===== config.mk =====
export PLATFORM = sky130hd
export DESIGN_NAME = uart_job_framer_flat
export DESIGN_NICKNAME = d
export VERILOG_FILES = /design/src/rtl/uart_proto_pkg.sv /design/src/rtl/uart_job_framer_if.sv /design/src/rtl/crc32_byte.sv /design/src/rtl/nonce_fifo.sv /design/src/rtl/uart_job_framer.sv /design/src/flat_wrapper.sv
export SDC_FILE = /design/constraint.sdc
export NUM_CORES = 2
export LEC_CHECK = 0
export BUFFER_PORTS_ARGS = -buffer_cell sky130_fd_sc_hd__clkbuf_2
export CAP_MARGIN = 20
export CORE_UTILIZATION = 40
export DETAILED_ROUTE_END_ITERATION = 8
export GPL_TIMING_DRIVEN = 0
export PLACE_DENSITY = 0.64
export RECOVER_POWER = 100
export SETUP_SLACK_MARGIN = 0.05
export SKIP_CTS_REPAIR_TIMING = 1
export SYNTH_ARGS = -nofsm -noshare
export SYNTH_HDL_FRONTEND = slang
export SYNTH_SLANG_ARGS = --single-unit

===== constraint.sdc =====
create_clock -name comm_clk -period 4.3 [get_ports comm_clk]
set_input_delay 1.075 -clock comm_clk [delete_from_list [all_inputs] [get_ports comm_clk]]
set_output_delay 1.075 -clock comm_clk [all_outputs]
set_load 0.03 [all_outputs]

===== src/rtl/uart_proto_pkg.sv =====
// Shared host-protocol definitions for the UART job framer: message types,
// CRC-32 constants and step function, FSM state and response enums.
package uart_proto_pkg;

    localparam logic [7:0]  MSG_INFO     = 8'd0;
    localparam logic [7:0]  MSG_INVALID  = 8'd1;
    localparam logic [7:0]  MSG_PUSH_JOB = 8'd2;
    localparam logic [7:0]  MSG_NONCE    = 8'd3;
    localparam logic [7:0]  MSG_ACK      = 8'd4;
    localparam logic [7:0]  MSG_RESEND   = 8'd5;
    localparam int          HDR_LEN      = 4;
    localparam logic [31:0] CRC_POLY     = 32'hEDB88320;
    localparam logic [31:0] CRC_INIT     = 32'hFFFFFFFF;

    typedef enum logic [1:0] {RX_IDLE, RX_READ, RX_DISCARD, RX_PARSE} rx_state_t;
    typedef enum logic {TX_IDLE, TX_SEND} tx_state_t;
    typedef enum logic [2:0] {RESP_PONG, RESP_INVALID, RESP_ACK, RESP_RESEND, RESP_INFO} resp_kind_t;

    function automatic logic [7:0] pong_byte();
        return 8'h00;
    endfunction

    // Reflected CRC-32, one byte, LSB first.
    function automatic logic [31:0] crc32_step(input logic [31:0] crc, input logic [7:0] data);
        logic [31:0] c;
        c = crc ^ {24'd0, data};
        for (int i = 0; i < 8; i++)
            c = c[0] ? ((c >> 1) ^ CRC_POLY) : (c >> 1);
        return c;
    endfunction

endpackage


===== src/rtl/uart_job_framer_if.sv =====
// Byte-stream link between the framer (master) and the UART byte core (slave).
interface uart_job_framer_if;
    logic       rx_valid;
    logic [7:0] rx_byte;
    logic       tx_busy;
    logic       tx_start;
    logic [7:0] tx_byte;

    modport master (input rx_valid, rx_byte, tx_busy, output tx_start, tx_byte);
    modport slave  (output rx_valid, rx_byte, tx_busy, input tx_start, tx_byte);
endinterface


===== src/rtl/crc32_byte.sv =====
// One-byte-per-cycle CRC-32 register; start restarts from the init value.
module crc32_byte
    import uart_proto_pkg::*;
(
    input  logic        comm_clk,
    input  logic        rst_n,
    input  logic        start,
    input  logic        en,
    input  logic [7:0]  data,
    output logic [31:0] crc
);

    always_ff @(posedge comm_clk) begin
        if (!rst_n)     crc <= CRC_INIT;
        else if (start) crc <= crc32_step(CRC_INIT, data);
        else if (en)    crc <= crc32_step(crc, data);
    end

endmodule


===== src/rtl/nonce_fifo.sv =====
// Synchronous FIFO for golden nonces; DEPTH must be a power of 2.
module nonce_fifo #(
    parameter int WIDTH = 32,
    parameter int DEPTH = 8
) (
    input  logic             comm_clk,
    input  logic             rst_n,
    input  logic             wr_en,
    input  logic [WIDTH-1:0] wr_data,
    input  logic             rd_en,
    output logic [WIDTH-1:0] rd_data,
    output logic             full,
    output logic             empty
);

    localparam int AW = $clog2(DEPTH);

    logic [WIDTH-1:0] mem [DEPTH];
    logic [AW:0]      wr_ptr, rd_ptr;

    assign full    = (wr_ptr[AW] != rd_ptr[AW]) && (wr_ptr[AW-1:0] == rd_ptr[AW-1:0]);
    assign empty   = (wr_ptr == rd_ptr);
    assign rd_data = mem[rd_ptr[AW-1:0]];

    always_ff @(posedge comm_clk) begin
        if (wr_en && !full) mem[wr_ptr[AW-1:0]] <= wr_data;
    end

    always_ff @(posedge comm_clk) begin
        if (!rst_n) begin
            wr_ptr <= '0;
            rd_ptr <= '0;
        end else begin
            if (wr_en && !full) wr_ptr <= wr_ptr + 1'b1;
            if (rd_en && !empty) rd_ptr <= rd_ptr + 1'b1;
        end
    end

endmodule


===== src/rtl/uart_job_framer.sv =====
// Host protocol engine: deframes/CRC-checks host packets, issues jobs, frames replies and nonces.
// Define NONCE_CHAN_TAG_EN to add a channel-index byte to NONCE frames (L=13).
module uart_job_framer
    import uart_proto_pkg::*;
#(
    parameter int          N_CHAN         = 4,
    parameter int          JOB_BYTES      = 52,
    parameter int          FIFO_DEPTH     = 8,
    parameter int          TIMEOUT_CYCLES = 20000,
    parameter logic [63:0] SYS_INFO       = 64'hDEADBEEF13370D13
) (
    input  logic                   comm_clk,
    input  logic                   rst_n,
    uart_job_framer_if.master      uart,
    input  logic [N_CHAN-1:0]      nonce_valid,
    input  logic [32*N_CHAN-1:0]   nonce_data,
    output logic [8*JOB_BYTES-1:0] job_data,
    output logic                   new_work,
    output logic                   crc_err,
    output logic                   nonce_ovf
);

    localparam int         CH_W    = (N_CHAN > 1) ? $clog2(N_CHAN) : 1;
    localparam int         TO_W    = $clog2(TIMEOUT_CYCLES + 1);
    localparam logic [7:0] MAX_LEN = 8'(JOB_BYTES + 8);
    localparam logic [7:0] PAY_END = 8'(HDR_LEN + JOB_BYTES);
`ifdef NONCE_CHAN_TAG_EN
    localparam int         ENTRY_W   = 32 + CH_W;
    localparam logic [7:0] NONCE_LEN = 8'd13;
`else
    localparam int         ENTRY_W   = 32;
    localparam logic [7:0] NONCE_LEN = 8'd12;
`endif

    rx_state_t rx_state, rx_next;
    tx_state_t tx_state, tx_next;
    resp_kind_t resp_kind, set_kind;
    logic [7:0]  rx_len, rx_cnt, rx_type;
    logic [8*JOB_BYTES-1:0] job_shift;
    logic [TO_W-1:0] idle_cnt;
    logic [31:0] rx_crc, tx_crc;
    logic timeout, rx_crc_start, rx_crc_en, set_resp, job_load, crc_fail, job_upd;
    logic resp_pending, resp_taken;

    crc32_byte u_rx_crc (.comm_clk, .rst_n, .start(rx_crc_start), .en(rx_crc_en),
                         .data(uart.rx_byte), .crc(rx_crc));

    assign timeout = (rx_state == RX_READ || rx_state == RX_DISCARD) && !uart.rx_valid &&
                     (idle_cnt == TO_W'(TIMEOUT_CYCLES - 1));

    always_ff @(posedge comm_clk) begin
        if (!rst_n) rx_state <= RX_IDLE;
        else        rx_state <= rx_next;
    end

    always_comb begin
        rx_next      = rx_state;
        set_resp     = 1'b0;
        set_kind     = RESP_INVALID;
        job_load     = 1'b0;
        crc_fail     = 1'b0;
        rx_crc_start = 1'b0;
        rx_crc_en    = 1'b0;
        case (rx_state)
            RX_IDLE: if (uart.rx_valid) begin
                if (uart.rx_byte == 8'd0) begin
                    set_resp = 1'b1;
                    set_kind = RESP_PONG;
                end else if (uart.rx_byte < 8'd8) begin
                    set_resp = 1'b1;
                end else if (uart.rx_byte > MAX_LEN) begin
                    rx_next = RX_DISCARD;
                end else begin
                    rx_next      = RX_READ;
                    rx_crc_start = 1'b1;
                end
            end
            RX_READ: if (timeout) begin
                set_resp = 1'b1;
                rx_next  = RX_IDLE;
            end else if (uart.rx_valid) begin
                rx_crc_en = 1'b1;
                if (rx_cnt + 8'd1 == rx_len) rx_next = RX_PARSE;
            end
            RX_DISCARD: if (timeout) begin
                set_resp = 1'b1;
                rx_next  = RX_IDLE;
            end
            RX_PARSE: if (!resp_pending) begin
                rx_next  = RX_IDLE;
                set_resp = 1'b1;
                if (rx_crc != 32'd0) begin
                    set_kind = RESP_RESEND;
                    crc_fail = 1'b1;
                end else if (rx_type == MSG_INFO && rx_len == 8'd8) begin
                    set_kind = RESP_INFO;
                end else if (rx_type == MSG_PUSH_JOB && rx_len == MAX_LEN) begin
                    set_kind = RESP_ACK;
                    job_load = 1'b1;
                end
            end
            default: rx_next = RX_IDLE;
        endcase
    end

    // Payload bytes shift in so the first one ends up in the MSB of job_data.
    always_ff @(posedge comm_clk) begin
        if (!rst_n) begin
            rx_len <= '0; rx_cnt <= '0; rx_type <= '0; job_shift <= '0; idle_cnt <= '0;
            job_data <= '0; job_upd <= 1'b0; new_work <= 1'b0; crc_err <= 1'b0;
            resp_pending <= 1'b0; resp_kind <= RESP_PONG;
        end else begin
            job_upd  <= job_load;
            new_work <= job_upd;
            crc_err  <= crc_fail;
            if (job_load) job_data <= job_shift;
            if (set_resp) begin
                resp_pending <= 1'b1;
                resp_kind    <= set_kind;
            end else if (resp_taken) begin
                resp_pending <= 1'b0;
            end
            if (rx_state == RX_IDLE && uart.rx_valid) begin
                rx_len <= uart.rx_byte;
                rx_cnt <= 8'd1;
            end else if (rx_state == RX_READ && uart.rx_valid) begin
                rx_cnt <= rx_cnt + 8'd1;
                if (rx_cnt == 8'd3) rx_type <= uart.rx_byte;
                if (rx_cnt >= 8'(HDR_LEN) && rx_cnt < PAY_END)
                    job_shift <= {job_shift[8*JOB_BYTES-9:0], uart.rx_byte};
            end
            if (uart.rx_valid || rx_next != rx_state) idle_cnt <= '0;
            else if (rx_state == RX_READ || rx_state == RX_DISCARD) idle_cnt <= idle_cnt + 1'b1;
        end
    end

    logic [N_CHAN-1:0] hold_valid, grant;
    logic [31:0]       hold_data [N_CHAN];
    logic [CH_W-1:0]   rr_ptr, grant_idx, cand;
    logic              grant_any, fifo_full, fifo_empty, fifo_rd;
    logic [ENTRY_W-1:0] fifo_wr_data, fifo_rd_data;

    // Round-robin search starting at rr_ptr; a full FIFO blocks every grant.
    always_comb begin
        grant     = '0;
        grant_idx = rr_ptr;
        grant_any = 1'b0;
        cand      = '0;
        for (int k = 0; k < N_CHAN; k++) begin
            cand = CH_W'((int'(rr_ptr) + k) % N_CHAN);
            if (!grant_any && !fifo_full && hold_valid[cand]) begin
                grant_any = 1'b1;
                grant_idx = cand;
            end
        end
        grant[grant_idx] = grant_any;
    end

    always_ff @(posedge comm_clk) begin
        for (int c = 0; c < N_CHAN; c++)
            if (nonce_valid[c] && (!hold_valid[c] || grant[c])) hold_data[c] <= nonce_data[32*c +: 32];
    end

    always_ff @(posedge comm_clk) begin
        if (!rst_n) begin
            hold_valid <= '0;
            rr_ptr     <= '0;
            nonce_ovf  <= 1'b0;
        end else begin
            for (int c = 0; c < N_CHAN; c++) begin
                if (nonce_valid[c] && (!hold_valid[c] || grant[c])) hold_valid[c] <= 1'b1;
                else if (grant[c]) hold_valid[c] <= 1'b0;
                if (nonce_valid[c] && hold_valid[c] && !grant[c]) nonce_ovf <= 1'b1;
            end
            if (grant_any) rr_ptr <= (grant_idx == CH_W'(N_CHAN - 1)) ? '0 : grant_idx + 1'b1;
        end
    end

`ifdef NONCE_CHAN_TAG_EN
    assign fifo_wr_data = {grant_idx, hold_data[grant_idx]};
`else
    assign fifo_wr_data = hold_data[grant_idx];
`endif

    nonce_fifo #(.WIDTH(ENTRY_W), .DEPTH(FIFO_DEPTH)) u_fifo (
        .comm_clk, .rst_n, .wr_en(grant_any), .wr_data(fifo_wr_data), .rd_en(fifo_rd),
        .rd_data(fifo_rd_data), .full(fifo_full), .empty(fifo_empty));

    logic [127:0] tx_buf;
    logic [7:0]   tx_len, tx_idx, cur_byte;
    logic [3:0]   buf_sel;
    logic [1:0]   crc_sel;
    logic         tx_nocrc, in_crc, send_ok;

    // Header and payload come from tx_buf (byte 0 at the top); the CRC tail comes from the engine, LSB first.
    assign send_ok  = (tx_state == TX_SEND) && !uart.tx_busy && !uart.tx_start;
    assign in_crc   = !tx_nocrc && (tx_idx >= tx_len - 8'd4);
    assign crc_sel  = 2'(tx_idx - (tx_len - 8'd4));
    assign buf_sel  = 4'd15 - tx_idx[3:0];
    assign cur_byte = in_crc ? tx_crc[{crc_sel, 3'b000} +: 8] : tx_buf[{buf_sel, 3'b000} +: 8];

    crc32_byte u_tx_crc (.comm_clk, .rst_n, .start(send_ok && tx_idx == 8'd0), .en(send_ok && !in_crc),
                         .data(cur_byte), .crc(tx_crc));

    always_ff @(posedge comm_clk) begin
        if (!rst_n) tx_state <= TX_IDLE;
        else        tx_state <= tx_next;
    end

    always_comb begin
        tx_next    = tx_state;
        resp_taken = 1'b0;
        fifo_rd    = 1'b0;
        case (tx_state)
            TX_IDLE: if (resp_pending) begin
                resp_taken = 1'b1;
                tx_next    = TX_SEND;
            end else if (!fifo_empty) begin
                fifo_rd = 1'b1;
                tx_next = TX_SEND;
            end
            TX_SEND: if (send_ok && tx_idx == tx_len - 8'd1) tx_next = TX_IDLE;
            default: tx_next = TX_IDLE;
        endcase
    end

    always_ff @(posedge comm_clk) begin
        if (!rst_n) begin
            tx_buf <= '0; tx_len <= '0; tx_idx <= '0; tx_nocrc <= 1'b0;
            uart.tx_start <= 1'b0; uart.tx_byte <= '0;
        end else begin
            uart.tx_start <= send_ok;
            if (send_ok) begin
                uart.tx_byte <= cur_byte;
                tx_idx       <= tx_idx + 8'd1;
            end
            if (resp_taken) begin
                tx_idx   <= '0;
                tx_nocrc <= (resp_kind == RESP_PONG);
                tx_len   <= 8'd8;
                case (resp_kind)
                    RESP_PONG:   begin tx_len <= 8'd1; tx_buf <= {pong_byte(), 120'd0}; end
                    RESP_INFO:   begin tx_len <= 8'd16; tx_buf <= {8'd16, 24'd0, SYS_INFO, 32'd0}; end
                    RESP_ACK:    tx_buf <= {8'd8, 16'd0, MSG_ACK, 96'd0};
                    RESP_RESEND: tx_buf <= {8'd8, 16'd0, MSG_RESEND, 96'd0};
                    default:     tx_buf <= {8'd8, 16'd0, MSG_INVALID, 96'd0};
                endcase
            end else if (fifo_rd) begin
                tx_idx   <= '0;
                tx_nocrc <= 1'b0;
                tx_len   <= NONCE_LEN;
`ifdef NONCE_CHAN_TAG_EN
                tx_buf   <= {NONCE_LEN, 16'd0, MSG_NONCE, 8'(fifo_rd_data[32 +: CH_W]), fifo_rd_data[31:0], 56'd0};
`else
                tx_buf   <= {NONCE_LEN, 16'd0, MSG_NONCE, fifo_rd_data, 64'd0};
`endif
            end
        end
    end

endmodule


===== src/flat_wrapper.sv =====
// flat-port wrapper written by rule: the top's interface ports become plain ports
module uart_job_framer_flat import uart_proto_pkg::*;
#(
    parameter int          N_CHAN         = 4,
    parameter int          JOB_BYTES      = 52,
    parameter int          FIFO_DEPTH     = 8,
    parameter int          TIMEOUT_CYCLES = 20000,
    parameter logic [63:0] SYS_INFO       = 64'hDEADBEEF13370D13
)
  (comm_clk, rst_n, nonce_valid, nonce_data, job_data, new_work, crc_err, nonce_ovf, uart_rx_valid, uart_rx_byte, uart_tx_busy, uart_tx_start, uart_tx_byte);
  uart_job_framer_if uart_i ();
  input  logic comm_clk;
  input  logic rst_n;
  input  logic [N_CHAN-1:0] nonce_valid;
  input  logic [32*N_CHAN-1:0] nonce_data;
  output logic [8*JOB_BYTES-1:0] job_data;
  output logic new_work;
  output logic crc_err;
  output logic nonce_ovf;
  input wire logic [$bits(uart_i.rx_valid)-1:0] uart_rx_valid;
  input wire logic [$bits(uart_i.rx_byte)-1:0] uart_rx_byte;
  input wire logic [$bits(uart_i.tx_busy)-1:0] uart_tx_busy;
  output wire logic [$bits(uart_i.tx_start)-1:0] uart_tx_start;
  output wire logic [$bits(uart_i.tx_byte)-1:0] uart_tx_byte;
  assign uart_i.rx_valid = uart_rx_valid;
  assign uart_i.rx_byte = uart_rx_byte;
  assign uart_i.tx_busy = uart_tx_busy;
  assign uart_tx_start = uart_i.tx_start;
  assign uart_tx_byte = uart_i.tx_byte;
  uart_job_framer #(.N_CHAN(N_CHAN), .JOB_BYTES(JOB_BYTES), .FIFO_DEPTH(FIFO_DEPTH), .TIMEOUT_CYCLES(TIMEOUT_CYCLES), .SYS_INFO(SYS_INFO)) u_core (.comm_clk(comm_clk), .rst_n(rst_n), .uart(uart_i), .nonce_valid(nonce_valid), .nonce_data(nonce_data), .job_data(job_data), .new_work(new_work), .crc_err(crc_err), .nonce_ovf(nonce_ovf));
endmodule

==> out/qor.yml <==
gp_congestion: 0.9371
rsz0062_at_grt: "no"
hold_slack_ps: 447.6
max_freq_mhz: 243.5
arrival_ps: 4710
critPathCaptureType: "flop"
synth_nets: 5744
avgSynthCellArea_um2: 9.756
clockRootBuffer: "clkbuf_16"
p_comb_share_pct: 21.1
cts_sinks: 1405
synth-warning-count: 0
hold_start: "u_core.job_data[183]"
hold_viol_final: 0
async_flop_share_pct: 0
setup.worst_path.start: "u_core.tx_idx[1]"
drc: 0
drive_gt1_share_pct: 8.697
antenna_found_initial: 9
cpMaxStageDelayCell: "mux4_2"
tritoncts: "built"
min_period_ps: 4107
numCtsBuffers: 148
seq_area_um2: 31970
dominantRegCellSynth: "dfxtp_1"
critPathRequiredTime_ps: 4900
ioPinCount: 572
ir_drop_mv: 0.3778
synthMostInstantiatedCell: "nand2_1"
finalCritPeriodShare_pct: 95.50
slowest_delay_ps: 640
ys_ff_latch: 1405
clk_path_buf_depth: 3
drtAntennaViolNets: 0
routed-via-count: 42780
dr.first_iter.drc_count: 3664
grt_pass1_vias: 41040
htree_levels: 4
status: "finished, violations left"
synth_area_leaders: "dfxtp_1 (38%), edfxtp_1 (21%), nand2_1 (12%)"
dieArea_um2: 137300
die_w_um: 370.5
ys_seq_area_share_pct: 58.86
multi_input_area_um2: 20810
portBuffers: 567
fin_area_um2: 64220
r2r_start: "u_core.tx_idx[1]"
synth_common_cells: "nand2_1 (1788), dfxtp_1 (1021), a21oi_1 (919)"
worst_pin_slew_ps: 1980
drt_pass1_iterations: 5
viasPerCell: 5.210
startpoint_type: "flop"
grt_pass1_wl_um: 246000
cap_viol_max_count: 4
dpl-instance-area_um2: 59820
place_ws_ps: -312.3
path_cells: "buf_4 -> inv_1 -> ha_1 -> buf_2 -> mux4_2 -> nor2b_1 -> o22ai_1 -> nand3b_1 -> xnor2_4 -> clkbuf_2 -> xnor3_1 -> nand2_1 -> a32oi_1"
clk_latency_ps: 790
wl_per_cell_um: 20.04
grt_start_max_net_pins: 29
grtUsageTotal_pct: 23.34
synth_cells: 5568
setup_tns_ps: 0
switchingPower_mw: 10.29
internal-power_mw: 25.71
switching_share_pct: 28.59
start_util_pct: 40.50
reg2reg_slack_ps: 190
routed_wl_um: 164600
cp_max_fo: 10
syn2layout_area_growth_pct: 18.22
crit_buf_inv: 4
ys_types: 86
clock_skew_ps: 52.79
relSlewSlack_pct: -32.49
synth-edff-count: 384
grt_overflow: 0
p_seq_share_pct: 42.8
synth_top_area_share_pct: 37.63
power.leakage_nw: 21.12
cts.clk_slew.worst_paths_ps: 60
p_clk_share_pct: 36.1
syn-cell-area_um2: 54320
hold_class: "flop to flop"
n_fill_cell: 12780
dp_hpwl_um: 120000
row_count: 134
powerDensity_nw_per_um2: 560.7
worst_slack_ps: 193.4
slew_viol_final: 61
synth_area_leader_cell: "dfxtp_1"
dieHeight_um: 370.5
core_um2: 134100
path_delay_family: "buffers and inverters"
total_power_mw: 36.01
final_nets: 6495
setup_viol: 0
violations: "max-capacitance violations, max-slew violations"
crit_type: "flop to flop"
[through the flow]
stage               std cells  util, %
global placement         7903    44.26
finish                   8211    47.88
CTS                      8194    48.32
floorplan                5568        -
detailed placement       7924    44.60
global route             8209    47.87
[cells by family after synthesis]
| family | synth area share [%] |
|---|---|
| and+or+nand+nor | 15.41 |
| DFF | 58.86 |
| AOI/OAI and AO/OA | 11.56 |
| buffers and inverters | 2.969 |
| xor gates and xnor gates | 4.881 |
| muxes | 5.588 |
| adders and majority gates | 0.7371 |
[power groups by stage]
stage          registers, mW  logic, mW  clock network (mW)
2_1_floorplan           15.5       5.39                   0
3_3_place_gp            15.7       7.32                   0
3_5_place_dp            15.7       7.52                   0
4_1_cts                 15.4       7.58                13.2
5_1_grt                 15.5       8.16                13.8
6_report                15.4       7.60                13.0
[registers in the layout (all words and copies together) (netlist names), 8 cells and up, named ones only]
signal and cells:
u_core.rx_len 8, u_core.tx_buf 36, u_core.tx_idx 8, u_core.idle_cnt 15, u_core.uart.tx_byte 8, u_core.hold_data 128, u_core.rx_cnt 8, u_core.u_fifo.mem 256
u_core.u_tx_crc.crc 32, u_core.u_rx_crc.crc 32, u_core.rx_type 8, u_core.job_shift 416, u_core.job_data 416
[layout by cell type (no fill, tap or decap), types with 17 or more instances in the layout]
cell type  count
nand4_1       17
a211oi_1      25
clkbuf_16    150
a21oi_1      918
nor2_1       164
mux2i_1       24
ha_1          32
nand3_1       25
nand2_1     1787
nor4_1        19
clkbuf_2     132
dfxtp_1     1021
o21ai_0      112
xnor2_1      159
nor3_1        26
clkbuf_1     830
xor2_1        78
edfxtp_1     384
xnor3_1       19
o211ai_1      26
clkinv_2      26
inv_1         25
mux4_2       109
clkbuf_8      24
[area by class of cell]
| type | instances | share of cell area [%] |
|---|---|---|
| flip-flops and latches | 1405 | 49.78 |
| repair buffers | 601 | 4.070 |
| clock buffers | 205 | 6.541 |
| diodes | 4 | 0.01559 |
| inverters | 27 | 0.1637 |
| clock inverters | 65 | 1.222 |
| well taps | 1768 | 3.445 |
| multi-input cells | 3749 | 32.40 |
| plain buffers | 387 | 2.361 |
[worst reg2reg max path, cell delays in order (launching register included)]
cell      delay [ps]
dfxtp_1          510
buf_4            270
inv_1            150
ha_1             300
buf_2            330
mux4_2           650
nor2b_1          170
o22ai_1          120
nand3b_1         370
xnor2_4          290
clkbuf_2         220
xnor3_1          430
nand2_1          100
a32oi_1           70
[final timing paths]
path                                  to  depth (start not counted)
setup / recovery  u_core.u_tx_crc.crc[5]                         13
hold / removal      u_core.job_data[183]                          2
setup reg to reg  u_core.u_tx_crc.crc[5]                         13
hold reg to reg     u_core.job_data[183]                          2
[routing by layer]
metal / GRT usage (%) / share of wire [%]
met4: 8.990 / 3.9
met3: 6.264 / 8.1
met1: 31.72 / 44
met2: 35.33 / 44
met5: 0 / 0.0055
(Power assumes the default switching activity.)
